`src/rtl/jk_reg_bank_if.sv`:
```
// jk_reg_bank_if: control, data and status bundle for the jk_reg_bank flip-flop bank.
interface jk_reg_bank_if #(parameter int WIDTH = 8);
    logic             en;
    logic [1:0]       mode;
    logic [WIDTH-1:0] j;
    logic [WIDTH-1:0] k;
    logic [WIDTH-1:0] d;
    logic             up;
    logic [WIDTH-1:0] q;
    logic             changed;
    logic             wrap;
    modport master (output en, mode, j, k, d, up, input q, changed, wrap);
    modport slave (input en, mode, j, k, d, up, output q, changed, wrap);
endinterface

```
`src/rtl/jk_reg_bank.sv`:
```
// jk_reg_bank: WIDTH JK flip-flops with JK, LOAD, TOGGLE and up/down COUNT modes.
// Every mode is mapped onto per-bit J/K terms so a single JK update rule drives the bank.
module jk_reg_bank #(
    parameter int               WIDTH     = 8,
    parameter logic [WIDTH-1:0] RESET_VAL = '0
) (
    input logic         clk,
    input logic         reset,
    jk_reg_bank_if.slave bus
);
    logic [WIDTH-1:0] tc, jj, kk, nq;
    logic             all1, all0, wrap_n;
    always_comb begin
        tc   = '0;
        all1 = 1'b1;
        all0 = 1'b1;
        // bit i toggles when every lower bit is one (up) or zero (down)
        for (int i = 0; i < WIDTH; i++) begin
            tc[i] = bus.up ? all1 : all0;
            all1  = all1 & bus.q[i];
            all0  = all0 & ~bus.q[i];
        end
        jj = bus.mode == 2'b00 ? bus.j : bus.mode == 2'b11 ? tc : bus.d;
        kk = bus.mode == 2'b00 ? bus.k : bus.mode == 2'b01 ? ~bus.d : bus.mode == 2'b10 ? bus.d : tc;
        nq = (jj & ~bus.q) | (~kk & bus.q);
        wrap_n = bus.mode == 2'b11 && (bus.up ? all1 : all0);
    end
    always_ff @(posedge clk) begin
        if (reset) begin
            bus.q       <= RESET_VAL;
            bus.changed <= 1'b0;
            bus.wrap    <= 1'b0;
        end else if (!bus.en) begin
            bus.changed <= 1'b0;
            bus.wrap    <= 1'b0;
        end else begin
            bus.q       <= nq;
            bus.changed <= nq != bus.q;
            bus.wrap    <= wrap_n;
        end
    end
endmodule
```
`src/flat_wrapper.sv`:
```
// flat-port wrapper written by rule: the top's interface ports become plain ports
module jk_reg_bank_flat 
#(
    parameter int               WIDTH     = 8,
    parameter logic [WIDTH-1:0] RESET_VAL = '0
)
  (clk, reset, bus_en, bus_mode, bus_j, bus_k, bus_d, bus_up, bus_q, bus_changed, bus_wrap);
  jk_reg_bank_if #(.WIDTH(WIDTH)) bus_i ();
  input logic clk;
  input logic reset;
  input wire logic [$bits(bus_i.en)-1:0] bus_en;
  input wire logic [$bits(bus_i.mode)-1:0] bus_mode;
  input wire logic [$bits(bus_i.j)-1:0] bus_j;
  input wire logic [$bits(bus_i.k)-1:0] bus_k;
  input wire logic [$bits(bus_i.d)-1:0] bus_d;
  input wire logic [$bits(bus_i.up)-1:0] bus_up;
  output wire logic [$bits(bus_i.q)-1:0] bus_q;
  output wire logic [$bits(bus_i.changed)-1:0] bus_changed;
  output wire logic [$bits(bus_i.wrap)-1:0] bus_wrap;
  assign bus_i.en = bus_en;
  assign bus_i.mode = bus_mode;
  assign bus_i.j = bus_j;
  assign bus_i.k = bus_k;
  assign bus_i.d = bus_d;
  assign bus_i.up = bus_up;
  assign bus_q = bus_i.q;
  assign bus_changed = bus_i.changed;
  assign bus_wrap = bus_i.wrap;
  jk_reg_bank #(.WIDTH(WIDTH), .RESET_VAL(RESET_VAL)) u_core (.clk(clk), .reset(reset), .bus(bus_i));
endmodule
```
`config.mk`:
```
export PLATFORM = sky130hd
export DESIGN_NAME = jk_reg_bank_flat
export DESIGN_NICKNAME = d
export VERILOG_FILES = /design/src/rtl/jk_reg_bank_if.sv /design/src/rtl/jk_reg_bank.sv /design/src/flat_wrapper.sv
export SDC_FILE = /design/constraint.sdc
export NUM_CORES = 1
export LEC_CHECK = 0
export CAP_MARGIN = 5
export CELL_PAD_IN_SITES_DETAIL_PLACEMENT = 2
export CELL_PAD_IN_SITES_GLOBAL_PLACEMENT = 2
export CORE_MARGIN = 3
export CORE_UTILIZATION = 24
export CTS_CLUSTER_SIZE = 10
export DETAILED_ROUTE_END_ITERATION = 7
export GPL_ROUTABILITY_DRIVEN = 0
export PLACE_DENSITY_LB_ADDON = 0.1
export REMOVE_ABC_BUFFERS = 1
export SYNTH_ARGS = -nofsm -noshare
export SYNTH_HDL_FRONTEND = slang
export SYNTH_SLANG_ARGS = --single-unit
```
`constraint.sdc`:
```
create_clock -name clk -period 2.3 [get_ports clk]
set_clock_uncertainty 0.2 [all_clocks]
set_input_delay 0.46 -clock clk [delete_from_list [all_inputs] [get_ports clk]]
set_output_delay 0.46 -clock clk [all_outputs]
set_load 0.03 [all_outputs]
```
==> results by group <==
Global route
  – Initial antenna violation count: 0
  – Gr usage total: 21.18%
  – Grt ovf: 0
  – Number of global-route vias before repair: 1739
  – Largest net degree at the start of global routing: 14
  – First-pass GRT wire length: 9.080 mm

Route
  – DR vias: 1547
  – Wire length per cell: 19.45 um
  – Initial DRC Count: 64
  – Via density: 5.372
  – Drc violations: 0
  – DR pass1 iterations: 4
  – Post-route ant nets: 0
  – Drt total wl: 5.603 mm

Placed design
  – Post-DP HPWL: 4.344 mm
  – Placed Cells incl. Taps: 284
  – Placed Area: 1797 um2
  – IO Port Bufs: 39

Layout
  – Final design utilization: 41.58%
  – Final Non-Filler Cells: 288
  – Final Instance Area: 1886 um2
  – Final net count: 255
  – Antenna Cells: 0
  – Fill cells: 523
  – Area growth, synth to finish: 60.83%
  – Share of layout cells above drive strength 1: 22.42%

Run
  – Max-cap violations: 0

Setup path
  – CP max stage delay: 440 ps
  – R2R setup slack: 200 ps
  – FF-to-FF End: u_core.bus.q[3]$_SDFFE_PP0P_
  – CP Capture Type: flip-flop
  – Worst Reg-to-Reg Cells: 6
  – CP cell instances: clkdlybuf4s50_1 -> mux2_4 -> o22a_1 -> a32oi_1 -> o211ai_1 -> a2111oi_2 -> a31oi_1
  – Crit start category: primary input
  – Slowest CP cell: clkdlybuf4s50_1
  – Critical path type: primary input to flip-flop
  – Crit path max fanout: 2
  – Reg2reg start: u_core.bus.q[0]$_SDFFE_PP0P_
  – WP data arrival: 2160 ps
  – WP data required: 2220 ps

Worst hold path
  – Hold Crit Depth: 2
  – Hold Path Sink: u_core.bus.q[5]$_SDFFE_PP0P_
  – Worst hold start: u_core.bus.q[5]$_SDFFE_PP0P_
  – Min-Delay Path Class: flip-flop to flip-flop

Clock tree
  – H-tree levels: 1
  – Post-CTS setup buffer count: 0
  – Hold buffer count at cts: 0
  – Clk pin slew, worst setup/hold paths: 50 ps
  – Clk buf depth: 2
  – CTS root buf: clkbuf_8
  – TritonCTS buffer count: 3
  – TritonCTS clock tree: done
  – Worst-skew pair later-pin latency: 250 ps
  – Clock Sinks: 10

Synth
  – Syn Inst Count: 164
  – Ys flop type: dfxtp_1
  – Yosys warns: 0
  – Number of flops mapped to enable cells by yosys: 0
  – Post-synthesis sequential area ratio: 17.08%
  – Synth Cell Area: 1172 um2
  – Yosys reg bits: 10
  – Yosys top cell by area: dfxtp_1
  – Top cells by area, synth: dfxtp_1 17%, a21oi_1 8.5%, mux2i_1 6.8%
  – Yosys top cell area share: 17.08%
  – Top cells by count, synth: 20 x a21oi_1, 13 x nand2_1, 12 x nor2_1
  – Synth async-reset ratio: 0%
  – Count leader, synth: a21oi_1
  – Synth Area per Inst: 7.149 um2
  – Yosys cell types: 43

Die
  – Die height: 75.89 um
  – # rows: 24
  – Die X: 75.89 um
  – IO Count: 40
  – Initial Utilization: 25.86%
  – Core Region: 4534 um2
  – Area of the die: 5759 um2

STA
  – F_max: 445.4 MHz
  – Worst-Margin Slew: 403.1 ps
  – WHS: 395.4 ps
  – Max-slew violation count: 0
  – Unrepaired setup endpoints after global routing: true
  – Final setup vio count: 0
  – Post-layout min period: 2245 ps
  – Fin. Hold Viols: 0
  – Tcrit/Tclk final: 97.62%
  – Slew HR: 72.85%

Pwr
  – Pleak: 0.7221 nW
  – PD cells: 419.5 nW/um2
  – Worst vdd ir: 0.1460 mV

Status
  – Status: complete, no violations
-- routing by layer --
metal | vias up | routed length (um) | global-route usage [%]
li1 | 738 | - | -
met4 | 0 | 120 | 6.408
met5 | - | 0 | 0
met3 | 11 | 209 | 2.375
met1 | 761 | 2367 | 25.04
met2 | 37 | 2905 | 39.45
-- worst max-delay path: cells and delay by family --
family | cells | cell delay, ps
buffers and inverters | 1 | 440
AOI/OAI and AO/OA | 5 | 990
muxes | 1 | 270
-- final cells by class --
type | count | area (um2) | share of cell area [%]
Timing Repair Buffer | 70 | 653.1 | 34.64
Inverter | 6 | 22.52 | 1.194
Sequential cell | 10 | 202.7 | 10.75
Clock buffer | 3 | 41.29 | 2.190
Tap cell | 65 | 81.33 | 4.313
Multi-Input combinational cell | 134 | 884.6 | 46.91
-- cell families after synthesis --
| logic type | after synthesis | share of synthesized area [%] |
|---|---|---|
| muxes | 13 | 11.95 |
| AOI/OAI and AO/OA | 60 | 33.83 |
| and+or+nand+nor | 59 | 26.47 |
| xor gates and xnor gates | 2 | 1.494 |
| buffers and inverters | 20 | 9.178 |
| DFF | 10 | 17.08 |
-- flip-flops by register name, indices dropped and copies added, names as in the netlist --
| register | count |
|---|---|
| u_core.bus.wrap | 1 |
| u_core.bus.q | 8 |
| u_core.bus.changed | 1 |
-- report_power, final --
| part | leakage [nW] | switching (mW) | internal (mW) |
|---|---|---|---|
| Clock | 0.0216 | 0.0805 | 0.116 |
| Combinational | 0.617 | 0.182 | 0.190 |
| Sequential | 0.0832 | 0.0352 | 0.188 |
| Total | 0.722 | 0.298 | 0.493 |
-- cell usage in the layout (no fill, tap or decap), types with 3 or more instances in the layout --
| master | instances |
|---|---|
| nand3b_1 | 3 |
| buf_4 | 29 |
| dfxtp_1 | 8 |
| clkbuf_8 | 3 |
| nor3_2 | 3 |
| nor3_1 | 6 |
| mux2_2 | 4 |
| nor2_1 | 12 |
| nand3_1 | 3 |
| a21oi_1 | 20 |
| mux2i_1 | 8 |
| a31oi_1 | 4 |
| o211ai_1 | 4 |
| o21ai_0 | 8 |
| nor2b_1 | 3 |
| clkdlybuf4s50_1 | 36 |
| nand2b_1 | 7 |
| a211oi_1 | 6 |
| inv_1 | 6 |
| a311oi_1 | 3 |
| nand2_1 | 13 |
-- how the worst max path moves through the flow --
stage	start	to	slack, ps	cells after the start
after CTS	bus_mode[0]	u_core.bus.changed$_SDFF_PP0_	7	8
after detailed placement	bus_mode[1]	u_core.bus.changed$_SDFF_PP0_	-430	7
after global routing	bus_mode[0]	u_core.bus.changed$_SDFF_PP0_	-50	8
final	bus_d[2]	u_core.bus.changed$_SDFF_PP0_	50	7
after global placement	bus_mode[1]	u_core.bus.changed$_SDFF_PP0_	-320	8
after floorplan	u_core.bus.q[0]$_SDFFE_PP0P_	u_core.bus.changed$_SDFF_PP0_	280	6
-- through the flow --
stage / setup TNS [ps] / total power [mW] / setup slack [ps]
2_1_floorplan: 0 / 0.3751 / 280.2
3_3_place_gp: -1249 / 0.5668 / -319.5
3_5_place_dp: -1745 / 0.5845 / -429.1
4_1_cts: 0 / 0.7929 / 6.523
5_1_grt: -49.53 / 0.8397 / -49.53
6_report: 0 / 0.7911 / 54.74
-- timing repair --
item | CTS | global route
pin swaps | 1 | 2
setup endpoints to repair | 6 | 3
cloned | 1 | 0
resized for setup | 7 | 4
No activity file was read; power rests on OpenSTA's default activity.
